==> config.mk <==
export PLATFORM = sky130hd
export DESIGN_NAME = unified_mem_arbiter
export DESIGN_NICKNAME = d
export VERILOG_FILES = /design/src/rtl/unified_mem_arbiter.sv
export SDC_FILE = /design/constraint.sdc
export NUM_CORES = 1
export LEC_CHECK = 0
export CELL_PAD_IN_SITES_DETAIL_PLACEMENT = 2
export CELL_PAD_IN_SITES_GLOBAL_PLACEMENT = 2
export CORE_MARGIN = 10
export CORE_UTILIZATION = 23
export CTS_CLUSTER_DIAMETER = 50
export DETAILED_ROUTE_END_ITERATION = 6
export PLACE_DENSITY_LB_ADDON = 0.3
export SYNTH_ARGS = -nofsm -noshare
export SYNTH_HDL_FRONTEND = slang
export SYNTH_SLANG_ARGS = --single-unit
==> constraint.sdc <==
create_clock -name clk_i -period 1.95 [get_ports clk_i]
set_input_delay 0.39 -clock clk_i [delete_from_list [all_inputs] [get_ports clk_i]]
set_output_delay 0.39 -clock clk_i [all_outputs]
set_load 0.01 [all_outputs]
==> src/rtl/unified_mem_arbiter.sv <==
// Unified memory arbiter: shares one single-ported memory between
// fetch and data ports; data wins, bounded by a fetch starvation limit.
module unified_mem_arbiter #(
  parameter int ADDR_W       = 32,
  parameter int DATA_W       = 32,
  parameter int STARVE_LIMIT = 4,
  parameter int TIMEOUT      = 255
) (
  input  logic              clk_i,
  input  logic              rst_i,
  input  logic              if_req_i,
  input  logic [ADDR_W-1:0] if_addr_i,
  output logic [DATA_W-1:0] if_data_o,
  output logic              if_ready_o,
  input  logic              dm_req_i,
  input  logic              dm_we_i,
  input  logic [ADDR_W-1:0] dm_addr_i,
  input  logic [DATA_W-1:0] dm_wdata_i,
  output logic [DATA_W-1:0] dm_rdata_o,
  output logic              dm_ready_o,
  output logic              mem_req_o,
  output logic              mem_we_o,
  output logic [ADDR_W-1:0] mem_addr_o,
  output logic [DATA_W-1:0] mem_wdata_o,
  input  logic              mem_ack_i,
  input  logic [DATA_W-1:0] mem_rdata_i,
  output logic              busy_o,
  output logic              err_o
);

  localparam int SW = $clog2(STARVE_LIMIT + 1);
  localparam int TW = (TIMEOUT > 1) ? $clog2(TIMEOUT + 1) : 1;
  localparam logic [SW-1:0] SLIM = SW'(STARVE_LIMIT);
  localparam logic [TW-1:0] TLAST =
    TW'((TIMEOUT > 0) ? TIMEOUT - 1 : 0);
  localparam bit TO_EN = (TIMEOUT > 0);

  typedef enum logic [1:0] {
    IDLE,
    BUSY_I,
    BUSY_D,
    RESP
  } state_t;

  state_t            state_q, state_d;
  logic [SW-1:0]     streak_q, streak_d;
  logic [TW-1:0]     tcnt_q, tcnt_d;
  logic [DATA_W-1:0] if_data_d, dm_rdata_d;
  logic              if_ready_d, dm_ready_d;
  logic              mem_req_d, mem_we_d;
  logic [ADDR_W-1:0] mem_addr_d;
  logic [DATA_W-1:0] mem_wdata_d;
  logic              busy_d, err_d;
  logic              grant_d;
  logic              tmo;

  assign grant_d = dm_req_i && (!if_req_i || (streak_q < SLIM));
  assign tmo     = TO_EN && (tcnt_q == TLAST);

  // Next-state, counters and next registered output values.
  always_comb begin
    state_d     = state_q;
    streak_d    = streak_q;
    tcnt_d      = tcnt_q;
    if_data_d   = if_data_o;
    dm_rdata_d  = dm_rdata_o;
    if_ready_d  = 1'b0;
    dm_ready_d  = 1'b0;
    err_d       = 1'b0;
    mem_req_d   = mem_req_o;
    mem_we_d    = mem_we_o;
    mem_addr_d  = mem_addr_o;
    mem_wdata_d = mem_wdata_o;
    unique case (state_q)
      IDLE: begin
        if (grant_d) begin
          state_d     = BUSY_D;
          mem_req_d   = 1'b1;
          mem_we_d    = dm_we_i;
          mem_addr_d  = dm_addr_i;
          mem_wdata_d = dm_wdata_i;
          tcnt_d      = '0;
          if (!if_req_i)
            streak_d = '0;
          else if (streak_q != SLIM)
            streak_d = streak_q + SW'(1);
        end else if (if_req_i) begin
          state_d     = BUSY_I;
          mem_req_d   = 1'b1;
          mem_we_d    = 1'b0;
          mem_addr_d  = if_addr_i;
          mem_wdata_d = '0;
          tcnt_d      = '0;
          streak_d    = '0;
        end
      end
      BUSY_I, BUSY_D: begin
        tcnt_d = tcnt_q + TW'(1);
        if (mem_ack_i || tmo) begin
          state_d   = RESP;
          mem_req_d = 1'b0;
          err_d     = !mem_ack_i;
          if (state_q == BUSY_I) begin
            if_ready_d = 1'b1;
            if (mem_ack_i)
              if_data_d = mem_rdata_i;
          end else begin
            dm_ready_d = 1'b1;
            if (mem_ack_i && !mem_we_o)
              dm_rdata_d = mem_rdata_i;
          end
        end
      end
      RESP: state_d = IDLE;
      default: state_d = IDLE;
    endcase
    busy_d = (state_d != IDLE);
  end

  // State, counters and all outputs registered.
  always_ff @(posedge clk_i) begin
    if (rst_i) begin
      state_q     <= IDLE;
      streak_q    <= '0;
      tcnt_q      <= '0;
      if_data_o   <= '0;
      if_ready_o  <= 1'b0;
      dm_rdata_o  <= '0;
      dm_ready_o  <= 1'b0;
      mem_req_o   <= 1'b0;
      mem_we_o    <= 1'b0;
      mem_addr_o  <= '0;
      mem_wdata_o <= '0;
      busy_o      <= 1'b0;
      err_o       <= 1'b0;
    end else begin
      state_q     <= state_d;
      streak_q    <= streak_d;
      tcnt_q      <= tcnt_d;
      if_data_o   <= if_data_d;
      if_ready_o  <= if_ready_d;
      dm_rdata_o  <= dm_rdata_d;
      dm_ready_o  <= dm_ready_d;
      mem_req_o   <= mem_req_d;
      mem_we_o    <= mem_we_d;
      mem_addr_o  <= mem_addr_d;
      mem_wdata_o <= mem_wdata_d;
      busy_o      <= busy_d;
      err_o       <= err_d;
    end
  end

endmodule

==> flow_summary.toml, run 1 <==
[run_status]
status = "completed"

[detailed_routing]
drt_iter0_drc = 157
vias = 5532
ant_nets = 0
drtPass1Iterations = 4
wire_per_inst_um = 18.87
vias_per_cell = 4.490
drc = 0
wirelength_um = 23250

[placement]
io_buffers = 267
routabilityCongestion = 0.7263
hpwlAfterDp_um = 17220
place_area_um2 = 8922

[grt]
grt-ovfl-total = 0
grt_start_max_net_pins = 55
antenna_found_initial = 0
grt_pass1_wl_um = 35640
grt_pass1_vias = 5956
grt_usage_pct = 14.43

[synth]
yosysTopAreaCellShare_pct = 51.32
synth_area_leaders = "dfxtp_1 51%, nand2_1 8.7%, a211oi_2 6.5%"
netlist_area_um2 = 5734
yosysSeqAreaShare_pct = 51.32
ys_ff_latch = 147
avgSynthCellArea_um2 = 9.030
syn-num-nets = 775
yosysTopAreaCell = "dfxtp_1"
synth_warnings = 0
synthCells = 635
synth.distinct_cells = 39

[floorplan]
die_area_um2 = 31650
placementRows = 57
die_w_um = 177.9
start_util_pct = 23.51
die_y_um = 177.9
num_io_pins = 268
core-area_um2 = 24390

[critical_path]
cp.arrival_ns = 1.45
critPathKind = "flop to primary output"
cp_slowest_cell = "clkdlybuf4s50_1"
worst_path_largest_cell_delay_ns = 0.63
ff2ff_path_depth = 7
cp.required_ns = 1.56
timing.rr.end = "busy_o$_SDFF_PP0_"
path_max_fanout = 4
crit_path_end_kind = "primary output"
worstReg2RegStart = "state_q[0]$_SDFF_PP0_"
path_buf_inv = 1
crit_family = "buffers and inverters"
crit_path_start_kind = "flop"
r2r_setup_slack_ns = 0.16
crit_chain = "clkdlybuf4s50_1"

[clock_tree]
cts_tree = "yes"
clk_pin_slew_ns = 0.06
postCtsHoldBufs = 0
numCtsBuffers = 17
cts_buffer_depth = 2
post_cts_resized = 0
root_buffer = "clkbuf_16"
cts.sinks = 147
htreeDepth = 4
post-cts-setup-buffers = 0
clk_latency_ns = 0.42

[cells_and_area]
layout_common_cells = "266 x clkdlybuf4s50_1, 147 x dfxtp_1, 133 x nand2_1"
final_nets = 1035
n_antenna_cell = 0
area.growth.synth_to_final_pct = 65.83
fin_area_um2 = 9509
drive_gt1_share_pct = 10.68
final_util_pct = 38.99
mostFrequentLayoutCell = "clkdlybuf4s50_1"

[power_and_ir_drop]
finalPower_mw = 8.689
ir_worst_vdd_v = 0.0004610
p_leak_nw = 3.460
power_density_nw_per_um2 = 913.7

[sta]
max_clock_freq_mhz = 543.0
finalHoldViolCount = 0
slew_headroom_pct = 63.76
timing.final.crit_share_pct = 94.44
final-setup-viol-count = 0
rsz0062_at_grt = "false"
tns_ns = 0
skew_ns = 0.01452
slew_viol_final = 0
worst_pin_slew_ns = 0.5437
period_needed_ns = 1.842

[worst_hold_path]
hold_depth = 2
min_to = "streak_q[1]$_SDFFE_PP0P_"
hp-class = "input port to flop"
min_from = "rst_i"

[flow_run]
drv_cap = 0
[power by group]
group	leakage, nW	switching (mW)	internal [mW]	total (mW)
clock	0.280	1.50	1.82	3.32
combinational	1.98	0.964	1.02	1.99
sequential	1.20	0.127	3.25	3.38
[state kept, by name (all words and copies together) (netlist names), 2 cells and up]
register / count
dm_rdata_o: 32
if_data_o: 32
mem_addr_o: 32
mem_wdata_o: 32
tcnt_q: 8
streak_q: 3
state_q: 2
[logic make-up (layout without fill, tap and decap cells)]
group	Yosys count	in the layout	synth area share (%)
AO/OA/AOI/OAI	156	156	20.38
AND/OR/NAND/NOR	229	229	15.84
adder cells (fa/ha/maj)	6	6	1.309
flip-flops	147	147	51.32
XOR/XNOR	6	6	0.9166
multiplexers	32	32	5.586
buffers and inverters	59	332	4.648
[routing by layer]
layer	wire length (um)	vias to the layer above	track usage [%]
met5	0	-	0
li1	-	2678	-
met1	9674	2692	16.44
met2	11600	146	24.73
met3	1678	16	5.057
met4	295	0	4.585
[worst max path at each step]
stage / from / endpoint / cells past startpoint
after floorplan: state_q[0]$_SDFF_PP0_ / dm_rdata_o[10]$_SDFFE_PP0P_ / 8
after global placement: if_req_i / mem_addr_o[22]$_SDFFE_PP0P_ / 6
after detailed placement: if_req_i / mem_addr_o[23]$_SDFFE_PP0P_ / 6
after CTS: mem_we_o$_SDFFE_PP0P_ / mem_we_o / 1
after global routing: state_q[0]$_SDFF_PP0_ / busy_o$_SDFF_PP0_ / 7
final: mem_we_o$_SDFFE_PP0P_ / mem_we_o / 1
[synthesized netlist by cell type (all sizes together)]
cell type and n:
nand2 134, nor3 3, and4 2, a2111oi 2, and2 1, nor2b 2
xor2 3, nand2b 2, clkbuf 24, a22oi 36, nor2 82, o211ai 1
o2111ai 1, dfxtp 147, o21a 1, a21oi 73, inv 9, nand3 1
o21ai 3, xnor2 3, nand3b 1, a21boi 2, or3 1, mux2i 32
o21bai 1, a32oi 1, a41o 1, a211oi 33, buf 26, ha 6
o22ai 1
[per-stage QoR]
step / instances / setup WS (ns) / hold WS [ns]
after floorplan: 635 / 0.2467 / 0.4624
after global placement: 1200 / 0.01385 / 0.4420
after detailed placement: 1200 / -0.03718 / 0.4494
after CTS: 1232 / 0.03856 / 0.4318
after global routing: 1232 / 0.01023 / 0.4434
final: 1232 / 0.1083 / 0.4459
[area by class of cell]
cell class | instances | area, um2
Inverter | 9 | 33.78
Fill cell | 2748 | 14880
Tap cell | 324 | 405.4
Timing Repair Buffer | 291 | 3000
Clock inverter | 15 | 158.9
Multi-Input combinational cell | 429 | 2542
Clock buffer | 17 | 425.4
Sequential cell | 147 | 2943
No activity file was read; power rests on OpenSTA's default activity.
==> run 2, diff against run 1 <==
--- a/config.mk
+++ b/config.mk
@@ -5,10 +5,10 @@
 export SDC_FILE = /design/constraint.sdc
 export NUM_CORES = 1
 export LEC_CHECK = 0
-export CELL_PAD_IN_SITES_DETAIL_PLACEMENT = 2
-export CELL_PAD_IN_SITES_GLOBAL_PLACEMENT = 2
+export CELL_PAD_IN_SITES_DETAIL_PLACEMENT = 1
+export CELL_PAD_IN_SITES_GLOBAL_PLACEMENT = 1
 export CORE_MARGIN = 10
-export CORE_UTILIZATION = 23
+export CORE_UTILIZATION = 29
 export CTS_CLUSTER_DIAMETER = 50
 export DETAILED_ROUTE_END_ITERATION = 6
 export PLACE_DENSITY_LB_ADDON = 0.3
==> run 2 against run 1 <==
Critical path depth unchanged. Via count is 2.1% lower. Sequential power about the same. Sequential share of layout area is essentially flat. Wire length fell by 10%. Critical path type unchanged. Largest cell class unchanged. Largest power group is now clock.
==> flow_summary.toml, run 2 (synthesized netlist as in run 1, its figures left out) <==
[run_status]
status = "completed"

[critical_path]
crit_path_start_kind = "flop"
cp_slowest_cell = "clkdlybuf4s50_1"
timing.rr.end = "tcnt_q[7]$_SDFFE_PP0P_"
worst_path_largest_cell_delay_ns = 0.62
r2r_setup_slack_ns = 0.23
path_buf_inv = 1
critPathLaunch = "mem_we_o$_SDFFE_PP0P_"
critPathKind = "flop to primary output"
ff2ff_path_depth = 7
crit_path_end_kind = "primary output"
crit_chain = "clkdlybuf4s50_1"
path_max_fanout = 4
cp.required_ns = 1.56
crit_family = "buffers and inverters"
cp.arrival_ns = 1.45
worstReg2RegStart = "state_q[0]$_SDFF_PP0_"

[power_and_ir_drop]
p_seq_share_pct = 37.5
p_sw_share_pct = 26.38
power_density_nw_per_um2 = 945.4
ir_worst_vdd_v = 0.0005750
p_leak_nw = 3.503
pwr-share-comb_pct = 21.8
power.share.clock_pct = 40.7
power.internal_mw = 6.621
p_sw_mw = 2.373

[worst_hold_path]
hold_depth = 2
min_to = "mem_we_o$_SDFFE_PP0P_"
hp-class = "input port to flop"
min_from = "rst_i"

[sta]
skew_ns = 0.01181
period_needed_ns = 1.839
finalHoldViolCount = 0
hold_slack_ns = 0.4007
slew_headroom_pct = 72.00
rsz0062_at_grt = "false"
max_clock_freq_mhz = 543.7
slew_viol_final = 0
worst_pin_slew_ns = 0.4199
timing.final.crit_share_pct = 94.32
final-setup-viol-count = 0
tns_ns = 0

[floorplan]
die_y_um = 160.6
die_area_um2 = 25800
die_w_um = 160.6
core-area_um2 = 19460
num_io_pins = 268
start_util_pct = 29.46
placementRows = 51

[detailed_routing]
drtPass1Iterations = 4
vias = 5414
vias_per_cell = 4.608
wirelength_um = 20870
drt_iter0_drc = 194
ant_nets = 0
wire_per_inst_um = 17.76
drc = 0

[grt]
grt-ovfl-total = 0
grt_start_max_net_pins = 52
grt_pass1_wl_um = 32990
antenna_found_initial = 1
grt_pass1_vias = 5691
grt_usage_pct = 15.91

[cells_and_area]
final_nets = 1037
n_antenna_cell = 0
area.growth.synth_to_final_pct = 65.90
nFillCells = 2220
seq_area_um2 = 2943
multi_input_area_um2 = 2542
final_util_pct = 48.88
drive_gt1_share_pct = 10.88
layout_common_cells = "266 x clkdlybuf4s50_1, 147 x dfxtp_1, 133 x nand2_1"
mostFrequentLayoutCell = "clkdlybuf4s50_1"

[clock_tree]
clk_pin_slew_ns = 0.06
clk_latency_ns = 0.42
numCtsBuffers = 17
cts.sinks = 147
root_buffer = "clkbuf_16"
htreeDepth = 4
cts_buffer_depth = 2
cts_tree = "yes"
postCtsHoldBufs = 0

[flow_run]
drv_cap = 0

[placement]
io_buffers = 267
hpwlAfterDp_um = 15390
routabilityCongestion = 0.7483
## run 2: worst max-delay path by stage
stage / slack [ns] / cells past startpoint / to
2_1_floorplan: 0.25 / 8 / dm_rdata_o[10]$_SDFFE_PP0P_
3_3_place_gp: 0.05 / 6 / tcnt_q[7]$_SDFFE_PP0P_
3_5_place_dp: 0.02 / 6 / tcnt_q[1]$_SDFFE_PP0P_
4_1_cts: 0.06 / 1 / mem_we_o
5_1_grt: 0.03 / 1 / mem_we_o
6_report: 0.11 / 1 / mem_we_o
## run 2: layout make-up
type | instances | share of cell area (%)
Timing Repair Buffer | 293 | 31.57
Multi-Input combinational cell | 429 | 26.73
Clock buffer | 19 | 4.761
Inverter | 9 | 0.3551
Sequential cell | 147 | 30.94
Clock inverter | 13 | 2.170
Tap cell | 265 | 3.485
## run 2: power by group through the flow
| stage | clock [mW] | sequential (mW) | combinational [mW] |
|---|---|---|---|
| final | 3.66 | 3.37 | 1.96 |
| after global routing | 3.90 | 3.41 | 2.14 |
| after CTS | 3.77 | 3.38 | 2.00 |
| after detailed placement | 0 | 3.44 | 1.98 |
| after global placement | 0 | 3.43 | 1.96 |
| after floorplan | 0 | 3.54 | 0.782 |
## run 2: repair_timing
item | 4_1_cts | 5_1_grt
resized for setup | 0 | 1
buffers inserted | 0 | 0
endpoints found under the setup margin | 0 | 1
hold endpoints to repair | 0 | 0
## run 2: layer usage
| metal | wire (um) | global-route usage (%) | vias up |
|---|---|---|---|
| met5 | 0 | 0 | - |
| met4 | 248 | 3.965 | 0 |
| met3 | 1993 | 7.439 | 11 |
| met2 | 9819 | 26.27 | 176 |
| met1 | 8803 | 18.22 | 2550 |
| li1 | - | - | 2677 |
## run 2: through the flow
step,setup slack (ns),power [mW],cell area (um2),cells
5_1_grt,0.03005,9.446,9513,1175
4_1_cts,0.06019,9.140,9510,1175
6_report,0.1108,8.993,9513,1175
2_1_floorplan,0.2467,4.326,5734,635
3_5_place_dp,0.02293,5.425,8851,1143
3_3_place_gp,0.05024,5.389,8851,1143
